File: config.mk
export PLATFORM = sky130hd
export DESIGN_NAME = integrate_positions_flat
export DESIGN_NICKNAME = d
export VERILOG_FILES = /design/src/rtl/integrate_positions_if.sv /design/src/rtl/integrate_positions.sv /design/src/flat_wrapper.sv
export SDC_FILE = /design/constraint.sdc
export NUM_CORES = 1
export LEC_CHECK = 0
export BUFFER_PORTS_ARGS = -buffer_cell sky130_fd_sc_hd__buf_2
export CAP_MARGIN = 20
export CORE_MARGIN = 10
export CORE_UTILIZATION = 55
export CTS_CLUSTER_DIAMETER = 40
export DETAILED_ROUTE_END_ITERATION = 6
export PLACE_DENSITY = 0.8
export SLEW_MARGIN = 20
export SYNTH_ARGS = -nofsm -noshare
export SYNTH_HDL_FRONTEND = slang
export SYNTH_SLANG_ARGS = --single-unit
File: constraint.sdc
create_clock -name clk_in -period 13.1 [get_ports clk_in]
set_clock_uncertainty 0.15 [all_clocks]
set_input_delay 3.275 -clock clk_in [delete_from_list [all_inputs] [get_ports clk_in]]
set_output_delay 3.275 -clock clk_in [all_outputs]
set_load 0.02 [all_outputs]
File: src/rtl/integrate_positions_if.sv
// Bundles the start/data/result signals of the position integrator.
// Master drives begin and node/velocity arrays; slave returns positions, COM and status.
interface integrate_positions_if #(
   parameter int NUM_NODES     = 10,
   parameter int POSITION_SIZE = 8,
   parameter int VELOCITY_SIZE = 8
);
   logic                            begin_in;
   logic signed [POSITION_SIZE-1:0] nodes_in      [2][NUM_NODES];
   logic signed [VELOCITY_SIZE-1:0] velocities_in [2][NUM_NODES];
   logic signed [POSITION_SIZE-1:0] nodes_out     [2][NUM_NODES];
   logic signed [POSITION_SIZE-1:0] com_out       [2];
   logic                            busy_out;
   logic                            result_out;

   modport master (
      output begin_in, nodes_in, velocities_in,
      input  nodes_out, com_out, busy_out, result_out
   );

   modport slave (
      input  begin_in, nodes_in, velocities_in,
      output nodes_out, com_out, busy_out, result_out
   );
endinterface

File: src/rtl/integrate_positions.sv
// Integrates node positions by velocity*DT with saturation, one node per cycle,
// then divides the per-axis position sums by NUM_NODES to produce the centre of mass.
module integrate_positions #(
   parameter int NUM_NODES     = 10,
   parameter int POSITION_SIZE = 8,
   parameter int VELOCITY_SIZE = 8,
   parameter int DT            = 1
) (
   input  logic                  clk_in,
   input  logic                  rst_in,
   integrate_positions_if.slave  bus
);
   localparam int SUM_SIZE  = POSITION_SIZE + $clog2(NUM_NODES) + 1;
   localparam int FULL_SIZE = POSITION_SIZE + VELOCITY_SIZE + 32;
   localparam int IDX_W     = $clog2(NUM_NODES);
   localparam int REM_W     = IDX_W + 1;
   localparam int STEP_W    = $clog2(SUM_SIZE + 1);

   localparam logic [REM_W-1:0]              DIVISOR = REM_W'(NUM_NODES);
   localparam logic signed [FULL_SIZE-1:0]   DT_W    = FULL_SIZE'(DT);
   localparam logic signed [FULL_SIZE-1:0]   MAX_W   = {{(FULL_SIZE-POSITION_SIZE+1){1'b0}}, {(POSITION_SIZE-1){1'b1}}};
   localparam logic signed [FULL_SIZE-1:0]   MIN_W   = {{(FULL_SIZE-POSITION_SIZE+1){1'b1}}, {(POSITION_SIZE-1){1'b0}}};
   localparam logic signed [POSITION_SIZE-1:0] MAX_P = {1'b0, {(POSITION_SIZE-1){1'b1}}};
   localparam logic signed [POSITION_SIZE-1:0] MIN_P = {1'b1, {(POSITION_SIZE-1){1'b0}}};

   typedef enum logic [1:0] {IDLE, INTEGRATE, DIVIDE, DONE} state_t;

   state_t                          state_q, state_d;
   logic [IDX_W-1:0]                idx_q, idx_d;
   logic [STEP_W-1:0]               step_q, step_d;
   logic signed [POSITION_SIZE-1:0] pos_q   [2][NUM_NODES], pos_d   [2][NUM_NODES];
   logic signed [VELOCITY_SIZE-1:0] vel_q   [2][NUM_NODES], vel_d   [2][NUM_NODES];
   logic signed [POSITION_SIZE-1:0] nodes_q [2][NUM_NODES], nodes_d [2][NUM_NODES];
   logic signed [POSITION_SIZE-1:0] com_q   [2], com_d [2];
   logic signed [SUM_SIZE-1:0]      sum_q   [2], sum_d [2];
   logic [SUM_SIZE-1:0]             dvd_q   [2], dvd_d [2];
   logic [REM_W-1:0]                rem_q   [2], rem_d [2];
   logic                            busy_q, busy_d;
   logic                            result_q, result_d;

   logic signed [POSITION_SIZE-1:0] step_pos_s [2];
   logic [REM_W-1:0]                rem_sh_s   [2];
   logic                            quo_bit_s  [2];
   logic [SUM_SIZE-1:0]             quo_s      [2];

   // Full-precision pos + vel*DT, clamped to the signed position range.
   function automatic logic signed [POSITION_SIZE-1:0] sat_step(
      input logic signed [POSITION_SIZE-1:0] pos,
      input logic signed [VELOCITY_SIZE-1:0] vel
   );
      logic signed [FULL_SIZE-1:0] pos_w;
      logic signed [FULL_SIZE-1:0] vel_w;
      logic signed [FULL_SIZE-1:0] sum_w;
      logic signed [POSITION_SIZE-1:0] res;
      pos_w = FULL_SIZE'(pos);
      vel_w = FULL_SIZE'(vel);
      sum_w = pos_w + vel_w * DT_W;
      if (sum_w > MAX_W) begin
         res = MAX_P;
      end else if (sum_w < MIN_W) begin
         res = MIN_P;
      end else begin
         res = POSITION_SIZE'(sum_w);
      end
      return res;
   endfunction

   // Next-state, integration datapath and restoring divider.
   always_comb begin
      state_d  = state_q;
      idx_d    = idx_q;
      step_d   = step_q;
      pos_d    = pos_q;
      vel_d    = vel_q;
      nodes_d  = nodes_q;
      com_d    = com_q;
      sum_d    = sum_q;
      dvd_d    = dvd_q;
      rem_d    = rem_q;
      for (int a = 0; a < 2; a++) begin
         step_pos_s[a] = {POSITION_SIZE{1'b0}};
         rem_sh_s[a]   = {REM_W{1'b0}};
         quo_bit_s[a]  = 1'b0;
         quo_s[a]      = {SUM_SIZE{1'b0}};
      end

      case (state_q)
         IDLE: begin
            if (bus.begin_in) begin
               pos_d   = bus.nodes_in;
               vel_d   = bus.velocities_in;
               idx_d   = {IDX_W{1'b0}};
               sum_d[0] = {SUM_SIZE{1'b0}};
               sum_d[1] = {SUM_SIZE{1'b0}};
               state_d = INTEGRATE;
            end else begin
               state_d = IDLE;
            end
         end
         INTEGRATE: begin
            for (int a = 0; a < 2; a++) begin
               step_pos_s[a]       = sat_step(pos_q[a][idx_q], vel_q[a][idx_q]);
               nodes_d[a][idx_q]   = step_pos_s[a];
               sum_d[a]            = sum_q[a] + SUM_SIZE'(step_pos_s[a]);
            end
            if (idx_q == IDX_W'(NUM_NODES - 1)) begin
               step_d  = {STEP_W{1'b0}};
               state_d = DIVIDE;
            end else begin
               idx_d   = idx_q + IDX_W'(1);
               state_d = INTEGRATE;
            end
         end
         DIVIDE: begin
            // Step 0 loads |sum|; steps 1..SUM_SIZE each retire one quotient bit.
            if (step_q == {STEP_W{1'b0}}) begin
               for (int a = 0; a < 2; a++) begin
                  if (sum_q[a][SUM_SIZE-1]) begin
                     dvd_d[a] = $unsigned(-sum_q[a]);
                  end else begin
                     dvd_d[a] = $unsigned(sum_q[a]);
                  end
                  rem_d[a] = {REM_W{1'b0}};
               end
               step_d  = STEP_W'(1);
               state_d = DIVIDE;
            end else begin
               for (int a = 0; a < 2; a++) begin
                  rem_sh_s[a] = (rem_q[a] << 1) | REM_W'(dvd_q[a][SUM_SIZE-1]);
                  if (rem_sh_s[a] >= DIVISOR) begin
                     rem_d[a]     = rem_sh_s[a] - DIVISOR;
                     quo_bit_s[a] = 1'b1;
                  end else begin
                     rem_d[a]     = rem_sh_s[a];
                     quo_bit_s[a] = 1'b0;
                  end
                  quo_s[a] = {dvd_q[a][SUM_SIZE-2:0], quo_bit_s[a]};
                  dvd_d[a] = quo_s[a];
               end
               if (step_q == STEP_W'(SUM_SIZE)) begin
                  for (int a = 0; a < 2; a++) begin
                     if (sum_q[a][SUM_SIZE-1]) begin
                        com_d[a] = POSITION_SIZE'(-quo_s[a]);
                     end else begin
                        com_d[a] = POSITION_SIZE'(quo_s[a]);
                     end
                  end
                  state_d = DONE;
               end else begin
                  step_d  = step_q + STEP_W'(1);
                  state_d = DIVIDE;
               end
            end
         end
         DONE: begin
            state_d = IDLE;
         end
         default: begin
            state_d = IDLE;
         end
      endcase

      busy_d   = (state_d != IDLE);
      result_d = (state_d == DONE);
   end

   // Register bank; the synchronous reset clears every visible output and the accumulators.
   always_ff @(posedge clk_in) begin
      if (!rst_in) begin
         state_q  <= IDLE;
         idx_q    <= {IDX_W{1'b0}};
         step_q   <= {STEP_W{1'b0}};
         busy_q   <= 1'b0;
         result_q <= 1'b0;
         for (int a = 0; a < 2; a++) begin
            for (int k = 0; k < NUM_NODES; k++) begin
               pos_q[a][k]   <= {POSITION_SIZE{1'b0}};
               vel_q[a][k]   <= {VELOCITY_SIZE{1'b0}};
               nodes_q[a][k] <= {POSITION_SIZE{1'b0}};
            end
            com_q[a] <= {POSITION_SIZE{1'b0}};
            sum_q[a] <= {SUM_SIZE{1'b0}};
            dvd_q[a] <= {SUM_SIZE{1'b0}};
            rem_q[a] <= {REM_W{1'b0}};
         end
      end else begin
         state_q  <= state_d;
         idx_q    <= idx_d;
         step_q   <= step_d;
         busy_q   <= busy_d;
         result_q <= result_d;
         pos_q    <= pos_d;
         vel_q    <= vel_d;
         nodes_q  <= nodes_d;
         com_q    <= com_d;
         sum_q    <= sum_d;
         dvd_q    <= dvd_d;
         rem_q    <= rem_d;
      end
   end

   assign bus.nodes_out  = nodes_q;
   assign bus.com_out    = com_q;
   assign bus.busy_out   = busy_q;
   assign bus.result_out = result_q;
endmodule

File: src/flat_wrapper.sv
// flat-port wrapper written by rule: the top's interface ports become plain ports
module integrate_positions_flat 
#(
   parameter int NUM_NODES     = 10,
   parameter int POSITION_SIZE = 8,
   parameter int VELOCITY_SIZE = 8,
   parameter int DT            = 1
)
  (clk_in, rst_in, bus_begin_in, bus_nodes_in, bus_velocities_in, bus_nodes_out, bus_com_out, bus_busy_out, bus_result_out);
  integrate_positions_if #(.NUM_NODES(NUM_NODES), .POSITION_SIZE(POSITION_SIZE), .VELOCITY_SIZE(VELOCITY_SIZE)) bus_i ();
  input  logic clk_in;
  input  logic rst_in;
  input wire logic [$bits(bus_i.begin_in)-1:0] bus_begin_in;
  input wire logic [$bits(bus_i.nodes_in)-1:0] bus_nodes_in;
  input wire logic [$bits(bus_i.velocities_in)-1:0] bus_velocities_in;
  output wire logic [$bits(bus_i.nodes_out)-1:0] bus_nodes_out;
  output wire logic [$bits(bus_i.com_out)-1:0] bus_com_out;
  output wire logic [$bits(bus_i.busy_out)-1:0] bus_busy_out;
  output wire logic [$bits(bus_i.result_out)-1:0] bus_result_out;
  assign bus_i.begin_in = bus_begin_in;
  assign bus_i.nodes_in = {>>{bus_nodes_in}};
  assign bus_i.velocities_in = {>>{bus_velocities_in}};
  assign bus_nodes_out = {>>{bus_i.nodes_out}};
  assign bus_com_out = {>>{bus_i.com_out}};
  assign bus_busy_out = bus_i.busy_out;
  assign bus_result_out = bus_i.result_out;
  integrate_positions #(.NUM_NODES(NUM_NODES), .POSITION_SIZE(POSITION_SIZE), .VELOCITY_SIZE(VELOCITY_SIZE), .DT(DT)) u_core (.clk_in(clk_in), .rst_in(rst_in), .bus(bus_i));
endmodule
Yosys cells after proc, flatten, opt, wreduce, memory -nomap -nowiden. Index checks and enable logic that the tools add are counted.

Bits in writable memories: 0. Bits in latches: 0. ROM bits: 0. Bits in registers: 568. Memories: 0. Input port bits: 323. Output and inout bits: 178. Word-level logic and storage cells: 168.

Reductions and logical operators: 11. Shift operators: 0. $lt $le $gt $ge: 8. Mux-type cells: 50. Bitwise operators: 4. Multipliers: 0. Add/sub/neg operators: 12. Equal/unequal tests: 10. Div/mod/pow operators: 0.

Operator list (number): $bwmux W80 (2); $mux W8 (17); $bmux W8 S4 (4); $gt A48 B8 Y1 const B (2); $lt A48 B8 Y1 const B (2); $mux W26 (2); $pmux W26 S2 (1); $demux W8 S4 (1); $add A13 B8 Y13 (2); $mux W13 (2); $neg A13 Y13 (2); $mux W4 (6); $add A8 B8 Y9 (2); $neg A8 Y8 (2); $pmux W4 S2 (2); $ge A5 B4 Y1 const B (2); $or A5 B1 Y5 (2); $mux W9 (1); $reduce_and A3 Y1 (3); $add A4 B1 Y4 const B (2); $eq A4 B4 Y1 const B (2); $mux W1 (8); $pmux W2 S4 (1); $eq A2 B2 Y1 const B (3); other kinds (17) (22).

Logic depth before layout (Yosys ltp). Gate-level depths: netlist of the first run.

Depth after elaboration: 11. Depth in mapped cells: 26. Depth with buffers taken out: 22.

Worst setup path after synthesis of the first run. OpenSTA, ideal clock, no wires.

Path kind: reg2reg. From: register u_core.idx_q[0]. To: register u_core.sum_q[21] in the netlist's numbering. Clock period less this slack: 5.784 ns. Path buffers: 4. Data required time: 12.880 ns. Stages on the path, launching flop included: 26. Setup time: 0.070 ns. Arrival: 5.564 ns. Setup slack: 7.316 ns. Cell sequence: dfxtp_1 clkbuf_1 buf_2 mux4_2 mux2i_1 o22a_1 inv_1 ha_1 a211oi_2 nor2_1 o41a_1 buf_2 a21oi_1 a211oi_1 a21oi_1 buf_6 inv_1 ha_1 fa_1 a211oi_1 nor2_1 o41ai_2 nor2_1 a22o_1 mux2_1 a21oi_1.

Word-level cells in the longest chain between the ends: 11. Elaborated cells between the ends (all ways): 15. Those cells by class: add/sub: 2; order compare: 2; mux: 10; bitwise: 1.

Ends and longest elaborated chain: start: declaration (line integrate_positions.sv:29) `logic [IDX_W-1:0] idx_q, idx_d;`; start signal: assignment (line integrate_positions.sv:171) `idx_q <= {IDX_W{1'b0}};`; start signal: assignment (line integrate_positions.sv:188) `idx_q <= idx_d;`; $not A4 Y5 (not written as such) (*) (line integrate_positions.sv:102) `step_pos_s[a] = sat_step(pos_q[a][idx_q], vel_q[a][idx_q]);`; $bmux W8 S4 (line integrate_positions.sv:102); $mux W8 (not written as such) (2 in a row) (line integrate_positions.sv:102); $add A8 B8 Y9 (*) (line integrate_positions.sv:57) `sum_w = pos_w + vel_w * DT_W;`; $lt A48 B8 Y1 (line integrate_positions.sv:60) `end else if (sum_w < MIN_W) begin`; $mux W8 (line integrate_positions.sv:60); $mux W8 (*) (line integrate_positions.sv:58) `if (sum_w > MAX_W) begin`; $mux W8 (*) (line integrate_positions.sv:87) `case (state_q)`; $add A13 B8 Y13 (*) (line integrate_positions.sv:104) `sum_d[a] = sum_q[a] + SUM_SIZE'(step_pos_s[a]);`; $pmux W26 S2 (*) (line integrate_positions.sv:87); end signal: indexed assignment (line integrate_positions.sv:182) `sum_q[a] <= {SUM_SIZE{1'b0}};`; end signal: assignment (line integrate_positions.sv:196) `sum_q <= sum_d;`; end: declaration (line integrate_positions.sv:35) `logic signed [SUM_SIZE-1:0] sum_q [2], sum_d [2];`.

Mark *: on every way between the ends. The rest lies on a longest branch, timed or not. The select of a mux whose other input is x is not followed. A chain may end at the register's enable or synchronous reset.

Worst setup path in the final report of the first run.
From: register u_core.idx_q[1]. To: register u_core.sum_q[25] in the netlist's numbering.

Same word-level chain as after synthesis.

==> results of run 1 <==
## layout make-up
type	count	area [sq um]	area share (%)
clock buffer	94	2010	6.67
clock inverter	37	385	1.28
inverter	51	199	0.660
multi-input combinational	2135	12600	41.9
sequential	568	11400	37.8
tap	600	751	2.49
timing repair buffer	536	2790	9.25
## where the power goes
part / internal (uW) / switching, uW / leakage, uW
combinational: 179 / 319 / 0.00643
clock: 1170 / 791 / 0.00116
sequential: 1800 / 46.8 / 0.00463
## logic make-up (layout without fill, tap and decap cells)
group           Yosys count  after routing  share of synthesized area (%)
mux                     148            148                           9.10
buf+inv                 302            718                           4.71
simple gates           1029           1029                           16.5
fa+ha+maj                54             54                           2.80
compound gates          853            853                           19.9
xor+xnor                 51             51                           1.78
flops                   568            568                           45.3
## cell usage in the layout (no fill, tap or decap), types with 12 or more instances in the layout
cell type	count
dfxtp_1	564
buf_4	34
ha_1	48
a31oi_1	14
nor3_1	12
inv_1	49
nor2_1	165
a211oi_1	95
o21ai_0	142
mux4_2	64
xnor2_1	19
nand2b_1	13
o21a_1	15
inv_6	12
clkbuf_1	14
o31ai_1	12
buf_2	500
xor2_1	32
nand3_1	31
a21oi_1	443
mux2i_1	82
clkbuf_16	76
o22ai_1	31
a21oi_2	20
nand2_1	739
## flip-flops by register name, indices dropped and copies added, names as in the netlist
register,count
u_core.bus.nodes_out,160
u_core.pos_q,160
u_core.vel_q,160
u_core.dvd_q,26
u_core.sum_q,26
u_core.bus.com_out,16
u_core.rem_q,8
u_core.idx_q,4
u_core.step_q,4
u_core.state_q,2
u_core.bus.busy_out,1
u_core.bus.result_out,1
## metal layers
layer	vias to the layer above	wire length (um)	part of all wire (%)	global-route usage (%)
met5	-	0	0	0
met4	0	3020	3.8	12.4
met3	180	6880	8.6	5.51
met2	1124	38400	48	46.5
met1	11100	31700	40	34.7
li1	11100	-	-	-
## worst min-delay path by stage
stage                      startpoint                 to  slack, ns
global route         u_core.vel_q[61]   u_core.vel_q[61]       0.32
floorplan             u_core.rem_q[8]    u_core.rem_q[8]       0.28
CTS                  u_core.vel_q[57]   u_core.vel_q[57]       0.30
detailed placement   u_core.vel_q[57]   u_core.vel_q[57]       0.29
global placement    u_core.pos_q[119]  u_core.pos_q[119]       0.29
finish               u_core.vel_q[24]   u_core.vel_q[24]       0.30
## tightest hold or removal path, stage by stage, from the launching register on
cell,delay (ns)
dfxtp_1,0.30
nand2_1,0.05
a21oi_1,0.05
## metrics by stage
step	instances	setup slack, ns	cell area [sq um]	utilization, %	power [uW]
floorplan	3005	7.32	25100	-	2180
global placement	3890	6.07	27700	61.2	2340
detailed placement	3890	5.90	27700	61.2	2360
CTS	4021	5.82	30100	66.5	4300
global route	4021	5.34	30100	66.6	4440
finish	4021	5.77	30100	66.6	4300
==> flow_summary.json, run 1 <==
{
  "status": "finished clean",
  "fill_cells": 3673,
  "crit_path_end": "u_core.sum_q[25]",
  "setup_viol": 0,
  "finalWirelength_mm": 79.9,
  "cts_resized": 0,
  "cts-root-buf": "clkbuf_16",
  "tns_ns": 0,
  "dieArea_sq_um": 54600,
  "insertion_delay_ns": 0.59,
  "synth_top_area_share_pct": 45.3,
  "overflow": 0,
  "ff2ff_path_depth": 23,
  "numCtsBuffers": 73,
  "antenna_found_initial": 0,
  "groute.usage.overall_pct": 28.0,
  "power.density_nw_per_um2": 143,
  "synthFlopType": "dfxtp_1",
  "synth_top_area_cell": "dfxtp_1",
  "pin_count": 501,
  "endpoint_kind": "flip-flop",
  "nNetsFinal": 3741,
  "cp.depth": 23,
  "via_per_inst": 5.84,
  "hold_buffers": 0,
  "slowest_stage": "a21oi_2",
  "regToRegSetupSlack_ns": 5.77,
  "synth.avg_cell_area_sq_um": 8.35,
  "ys_top_cells_by_count": "nand2_1, dfxtp_1, a21oi_1, clkbuf_1, nor2_1",
  "clk_pin_slew_worst_paths_ns": 0.06,
  "final_hold_viol_count": 0,
  "synth-seq-cells": 568,
  "via_count": 23500,
  "cp-startpoint": "u_core.idx_q[1]",
  "crit_buf_inv": 3,
  "cts_tree": "done",
  "rsz0062_at_grt": "false",
  "grt_first_pass_wirelength_mm": 123,
  "fin_crit_ns": 7.33,
  "ys_top_cells_by_area": "dfxtp_1, nand2_1, a21oi_1, mux4_2, mux2i_1",
  "crit_fanout": 46,
  "cts_htree_levels": 3,
  "cts_setup_buffers": 0,
  "drv_slew": 0,
  "antenna_left": 0,
  "area_delta_synth_final_pct": 20.1,
  "hold_path_class": "flip-flop to flip-flop",
  "diodes": 0,
  "relSlewSlack_pct": 27.9,
  "start_util_pct": 55.4,
  "drtIter0Drc": 2291,
  "cpPeakStageDelay_ns": 0.77,
  "async_flop_share_pct": 0,
  "clkSinkCount": 568,
  "max_slew.worst_pin.slew_ns": 1.08,
  "path_cells": "buf_4 -> mux4_2 -> mux2i_1 -> o22ai_1 -> ha_1 -> inv_1 -> fa_1 -> nor2b_1 -> o31ai_2 -> a22o_1 -> and2_4 -> a22oi_2 -> a21oi_2 -> inv_1 -> ha_1 -> fa_1 -> a211oi_1 -> nor2_1 -> o41ai_2 -> nor3b_1 -> a22oi_1 -> nand4_1 -> o211ai_1",
  "worstPathRequired_ns": 13.41,
  "fmax_ghz": 0.136,
  "die_h_um": 234,
  "criticalPathCategory": "flip-flop to flip-flop",
  "rows": 78,
  "yosysMostFrequentCell": "nand2_1",
  "hold_ws_ns": 0.300,
  "syn_inst": 3005,
  "grt_max_degree": 238,
  "dr.pass1.iters": 6,
  "hpwl_mm": 56.0,
  "p_leak_uw": 0.0122,
  "holdPathStages": 2,
  "cp-start-kind": "flip-flop",
  "wl_per_cell_um": 19.9,
  "fin_crit_sh_pct": 56.0,
  "drive_above_1_share_pct": 22.6,
  "synth_nets": 3381,
  "syn_area_sq_um": 25100,
  "reg2reg_from": "u_core.idx_q[1]",
  "crit_arrival_ns": 7.64,
  "die_x_um": 234,
  "gp_congestion": 0.880,
  "maxCapViolCount": 0,
  "r2r_end": "u_core.sum_q[25]",
  "peakVddDrop_uv": 104,
  "yosysSeqAreaShare_pct": 45.3,
  "synth_edf_count": 0,
  "portBuffers": 500,
  "clockBufferDepth": 3,
  "grt_pass1_vias": 22800,
  "yosysUniqueCellTypes": 74,
  "drc": 0,
  "ys_warn_count": 0,
  "crit_family": "compound AO/OA/AOI/OAI gates",
  "coreArea_sq_um": 45300
}
Power figures use the tool's default switching activity.
==> inputs of run 2 (changes only) <==
--- a/config.mk
+++ b/config.mk
@@ -8,10 +8,10 @@
 export BUFFER_PORTS_ARGS = -buffer_cell sky130_fd_sc_hd__buf_2
 export CAP_MARGIN = 20
 export CORE_MARGIN = 10
-export CORE_UTILIZATION = 55
+export CORE_UTILIZATION = 50
 export CTS_CLUSTER_DIAMETER = 40
 export DETAILED_ROUTE_END_ITERATION = 6
-export PLACE_DENSITY = 0.8
+export PLACE_DENSITY = 0.76
 export SLEW_MARGIN = 20
 export SYNTH_ARGS = -nofsm -noshare
 export SYNTH_HDL_FRONTEND = slang
==> constraint.sdc (replaced) <==
create_clock -name clk_in -period 6.5 [get_ports clk_in]
set_clock_uncertainty 0.15 [all_clocks]
set_input_delay 1.625 -clock clk_in [delete_from_list [all_inputs] [get_ports clk_in]]
set_output_delay 1.625 -clock clk_in [all_outputs]
set_load 0.02 [all_outputs]
==> run 2 against run 1 <==
  * Die area rose by 9.1%
  * Clock-buffer cell count rose by 3
  * Register-to-register slack got worse by 5.3 ns
  * Power rose by 110%
  * Clock power rose by 120%
  * Critical path depth did not move
  * Via count fell by 1.8%
  * Combinational power rose by 100%
  * Core utilization fell by 5.1 points
  * Largest power group unchanged
  * Highest routed layer is now met5
==> flow_summary.json, run 2 (synthesis results as in run 1) <==
{
  "status": "finished clean",
  "dr.pass1.iters": 5,
  "tns_ns": 0,
  "endpoint_kind": "flip-flop",
  "nNetsFinal": 3758,
  "cts-root-buf": "clkbuf_16",
  "coreArea_sq_um": 49900,
  "via_count": 23100,
  "cts_htree_levels": 3,
  "hpwl_mm": 56.7,
  "dieArea_sq_um": 59600,
  "insertion_delay_ns": 0.62,
  "antenna_found_initial": 4,
  "p_comb_share_pct": 11.2,
  "grt_max_degree": 164,
  "fin_crit_sh_pct": 93.4,
  "drtIter0Drc": 1970,
  "hold_ws_ns": 0.303,
  "worstPathRequired_ns": 6.88,
  "clockBufferDepth": 3,
  "fmax_ghz": 0.165,
  "fin_ws_ns": 0.429,
  "mostFrequentLayoutCell": "nand2_1",
  "wl_per_cell_um": 19.6,
  "cts_tree": "done",
  "criticalPathCategory": "flip-flop to flip-flop",
  "place_ws_ns": 0.517,
  "rsz0062_at_grt": "false",
  "cts_resized": 0,
  "path_cells": "buf_12 -> mux4_2 -> mux2i_1 -> o22ai_1 -> ha_1 -> inv_1 -> fa_1 -> nor2b_1 -> o31a_1 -> o21ai_4 -> nor2_2 -> a21oi_1 -> buf_4 -> inv_1 -> ha_1 -> fa_1 -> nand3_1 -> nand2_1 -> a221oi_1 -> and4_1 -> a31oi_1 -> or3_1 -> a21oi_1",
  "clk_pin_slew_worst_paths_ns": 0.05,
  "grtUsageMet3_pct": 5.85,
  "fill_cells": 4399,
  "regToRegSetupSlack_ns": 0.43,
  "cts_setup_buffers": 0,
  "p_sw_share_pct": 26.8,
  "peakVddDrop_uv": 221,
  "hold_buffers": 0,
  "portBuffers": 500,
  "p_sw_uw": 2420,
  "crit_fanout": 38,
  "seqPwrFrac_pct": 41.2,
  "final_hold_viol_count": 0,
  "drv_slew": 0,
  "start_util_pct": 50.4,
  "met1_usage_pct": 33.4,
  "cp-start-kind": "flip-flop",
  "groute.usage.overall_pct": 25.6,
  "holdPathStages": 2,
  "via_per_inst": 5.60,
  "p_int_uw": 6610,
  "ff2ff_path_depth": 23,
  "drc": 0,
  "gp_congestion": 0.895,
  "rows": 82,
  "relSlewSlack_pct": 32.5,
  "grt_first_pass_wirelength_mm": 122,
  "fin_crit_ns": 6.07,
  "clkPwrFrac_pct": 47.6,
  "final_cell_mix": "nand2_1, dfxtp_1, buf_2, a21oi_1, nor2_1",
  "antenna_left": 0,
  "place_area_sq_um": 28000,
  "area_delta_synth_final_pct": 22.1,
  "maxCapViolCount": 0,
  "power.density_nw_per_um2": 295,
  "clkSinkCount": 568,
  "die_h_um": 244,
  "crit_arrival_ns": 6.45,
  "cpPeakStageDelay_ns": 0.75,
  "use_met2_pct": 41.4,
  "drive_above_1_share_pct": 23.3,
  "gr-max-usage-layer": "met2",
  "die_x_um": 244,
  "finalWirelength_mm": 80.6,
  "hold_path_class": "flip-flop to flip-flop",
  "grt_pass1_vias": 21700,
  "numCtsBuffers": 78,
  "max_slew.worst_pin.slew_ns": 1.01,
  "p_leak_uw": 0.0124,
  "setup_viol": 0,
  "slowest_stage": "dfxtp_4",
  "overflow": 0,
  "pin_count": 501,
  "design_area_sq_um": 30600
}
[run 2: cell types whose count changed in the layout (fill, tap and decap cells not counted), sizes merged]
cell      before  now
buf          536  548
clkinv        12   22
inv           67   63
clkbuf        94   97
diode          0    3
bufinv         3    5
clkinvlp       6    4
[run 2: area by class of cell]
class,instances,area [sq um],share of cell area (%)
tap,672,841,2.74
clock buffer,97,2180,7.11
clock inverter,43,474,1.55
antenna,3,7.51,0.0245
sequential,568,11400,37.1
multi-input combinational,2135,12600,41.2
timing repair buffer,548,2940,9.60
inverter,51,199,0.649
[run 2: worst max-delay path, delay by kind of cell, from the launching register on]
kind | cells | cell delay (ns)
AO/OA/AOI/OAI | 7 | 1.76
adder cells (fa/ha/maj) | 4 | 1.12
AND/OR/NAND/NOR | 6 | 1.05
flip-flops | 1 | 0.75
buffers and inverters | 4 | 0.67
multiplexers | 2 | 0.49
[run 2: power groups by stage]
stage	Sequential [uW]	Combinational [uW]	Clock, uW
after floorplan	3760	637	0
after global placement	3790	987	0
after detailed placement	3790	1000	0
after CTS	3710	1010	4340
after global routing	3730	1110	4480
final	3720	1020	4300
[run 2: metrics by stage]
step / cells / power [uW] / utilization (%)
after floorplan: 3005 / 4390 / -
after global placement: 3974 / 4770 / 56.1
after detailed placement: 3974 / 4790 / 56.1
after CTS: 4114 / 9060 / 61.4
after global routing: 4115 / 9320 / 61.4
final: 4117 / 9030 / 61.5
[run 2: worst paths after layout]
kind,startpoint,endpoint
max,u_core.idx_q[1],u_core.sum_q[12]
min,u_core.bus.com_out[1],u_core.bus.com_out[1]
min reg2reg,u_core.bus.com_out[1],u_core.bus.com_out[1]
max reg2reg,u_core.idx_q[1],u_core.sum_q[12]
[run 2: metal layers]
| layer | up-vias | share of wire, % | routed length (um) |
|---|---|---|---|
| met4 | 2 | 2.9 | 2300 |
| li1 | 11200 | - | - |
| met5 | - | 0.0087 | 7 |
| met2 | 976 | 47 | 37900 |
| met1 | 10800 | 42 | 34000 |
| met3 | 136 | 7.9 | 6400 |
==> inputs of run 3 (changes only) <==
--- a/config.mk
+++ b/config.mk
@@ -5,14 +5,13 @@
 export SDC_FILE = /design/constraint.sdc
 export NUM_CORES = 1
 export LEC_CHECK = 0
-export BUFFER_PORTS_ARGS = -buffer_cell sky130_fd_sc_hd__buf_2
 export CAP_MARGIN = 20
 export CORE_MARGIN = 10
-export CORE_UTILIZATION = 50
+export CORE_UTILIZATION = 55
 export CTS_CLUSTER_DIAMETER = 40
 export DETAILED_ROUTE_END_ITERATION = 6
-export PLACE_DENSITY = 0.76
-export SLEW_MARGIN = 20
+export DONT_BUFFER_PORTS = 1
+export PLACE_DENSITY = 0.73
 export SYNTH_ARGS = -nofsm -noshare
 export SYNTH_HDL_FRONTEND = slang
 export SYNTH_SLANG_ARGS = --single-unit
==> run 3 against run 2 <==
  * Sequential share of layout area up 3.3 points
  * Non-clock buffer count shrank 503
  * Register-to-register slack improved by 0.06 ns
  * Largest power group unchanged
  * Via count decreased by 7.6%
  * Cell count shrank 14%
  * Highest routed layer is now met4
  * Die area fell by 8.4%
  * Combinational power shrank 13%
  * Hold slack got worse by 0.00090 ns
  * Power shrank 0.95%
==> flow_summary.json, run 3 (synthesis results as in run 1) <==
{
  "fin_crit_ns": 6.01,
  "overflow": 0,
  "groute.usage.overall_pct": 26.9,
  "mostFrequentLayoutCell": "nand2_1",
  "final_cell_mix": "nand2_1, dfxtp_1, a21oi_1, nor2_1, o21ai_0",
  "seqPwrFrac_pct": 41.7,
  "status": "finished clean",
  "clockBufferDepth": 3,
  "p_int_uw": 6560,
  "cts_tree": "done",
  "area_delta_synth_final_pct": 12.0,
  "antenna_found_initial": 4,
  "crit_arrival_ns": 6.39,
  "antenna_left": 0,
  "start_util_pct": 55.4,
  "grt_pass1_vias": 20500,
  "numCtsBuffers": 76,
  "cts_resized": 0,
  "drtIter0Drc": 2091,
  "grt_first_pass_wirelength_mm": 116,
  "dieArea_sq_um": 54600,
  "insertion_delay_ns": 0.62,
  "die_h_um": 234,
  "fin_crit_sh_pct": 92.4,
  "tns_ns": 0,
  "rsz0062_at_grt": "false",
  "p_leak_uw": 0.0102,
  "fill_cells": 3815,
  "p_sw_uw": 2390,
  "pin_count": 501,
  "cp-start-kind": "flip-flop",
  "p_total_uw": 8950,
  "dr.pass1.iters": 6,
  "wl_per_cell_um": 21.9,
  "coreArea_sq_um": 45300,
  "worstPathRequired_ns": 6.88,
  "cts-root-buf": "clkbuf_16",
  "clk_pin_slew_worst_paths_ns": 0.06,
  "via_count": 21300,
  "relSlewSlack_pct": 23.8,
  "reg2reg_from": "u_core.idx_q[0]",
  "clkSinkCount": 568,
  "gp_congestion": 0.905,
  "hold_end": "u_core.vel_q[148]",
  "p_sw_share_pct": 26.7,
  "setup_viol": 0,
  "final_hold_viol_count": 0,
  "hold_path_class": "flip-flop to flip-flop",
  "die_x_um": 234,
  "drive_above_1_share_pct": 10.4,
  "drc": 0,
  "grt_max_degree": 255,
  "via_per_inst": 6.01,
  "clkPwrFrac_pct": 48.4,
  "crit_fanout": 23,
  "peakVddDrop_uv": 301,
  "endpoint_kind": "flip-flop",
  "max_slew.worst_pin.slew_ns": 1.14,
  "finalWirelength_mm": 77.5,
  "r2r_end": "u_core.sum_q[12]",
  "drv_slew": 0,
  "regToRegSetupSlack_ns": 0.49,
  "hold_buffers": 0,
  "power.density_nw_per_um2": 318,
  "cts_htree_levels": 3,
  "cts_setup_buffers": 0,
  "fmax_ghz": 0.166,
  "holdPathStages": 2,
  "ff2ff_path_depth": 23,
  "hpwl_mm": 54.7,
  "maxCapViolCount": 0,
  "hp-start": "u_core.vel_q[148]",
  "criticalPathCategory": "flip-flop to flip-flop",
  "portBuffers": 0,
  "p_comb_share_pct": 9.9,
  "rows": 78,
  "nNetsFinal": 3253
}
## run 3: cell type report
type,instances,area (sq um),share of cell area [%]
Timing Repair Buffer,45,475,1.69
Tap cell,600,751,2.67
Antenna cell,5,12.5,0.0445
Multi-Input combinational cell,2135,12600,44.9
Clock buffer,87,2040,7.27
Inverter,51,199,0.707
Sequential cell,568,11400,40.5
Clock inverter,54,646,2.30
## run 3: worst max-delay path: stages, from the launching register on
cell and delay, ns:
dfxtp_4 0.59, buf_12 0.26, mux4_2 0.52, mux2i_1 0.17, o22ai_1 0.11, ha_1 0.24
inv_1 0.08, fa_1 0.22, nor2b_1 0.08, o31a_1 0.34, o21ai_4 0.37, nor2_2 0.13
a21oi_1 0.14, buf_4 0.23, inv_1 0.07, ha_1 0.21, fa_1 0.42, nand3_1 0.11
nand2_1 0.09, a221oi_1 0.57, and4_1 0.28, a31oi_1 0.04, or3_1 0.32, a21oi_1 0.15
## run 3: layer usage
metal / track usage, % / up-vias / wire (um)
met5: 0 / - / 0
met4: 11.6 / 0 / 2550
met3: 5.97 / 143 / 6500
met2: 44.1 / 920 / 37400
met1: 33.7 / 10100 / 31000
li1: - / 10100 / -
## run 3: power by group through the flow
| stage | clock, uW | sequential [uW] | combinational (uW) |
|---|---|---|---|
| after floorplan | 0 | 3760 | 637 |
| after global placement | 0 | 3800 | 837 |
| after detailed placement | 0 | 3800 | 864 |
| after CTS | 4380 | 3730 | 868 |
| after global routing | 4520 | 3740 | 962 |
| final | 4330 | 3730 | 884 |
## run 3: worst max path at each step
stage / startpoint / end
after global placement: u_core.idx_q[0] / u_core.sum_q[12]
final: u_core.idx_q[0] / u_core.sum_q[12]
after floorplan: u_core.idx_q[0] / u_core.sum_q[21]
after CTS: u_core.idx_q[0] / u_core.sum_q[12]
after detailed placement: u_core.idx_q[0] / u_core.sum_q[12]
after global routing: u_core.idx_q[0] / u_core.sum_q[23]
## run 3: per-stage QoR
stage / std cells / worst slack (ns) / hold slack [ns] / utilization, % / area (sq um)
after floorplan: 3005 / 0.716 / 0.282 / - / 25100
after global placement: 3394 / 0.650 / 0.290 / 56.0 / 25300
after detailed placement: 3395 / 0.513 / 0.293 / 56.0 / 25400
after CTS: 3536 / 0.494 / 0.302 / 62.0 / 28100
after global routing: 3544 / 0.0755 / 0.318 / 62.1 / 28100
final: 3545 / 0.492 / 0.302 / 62.1 / 28100
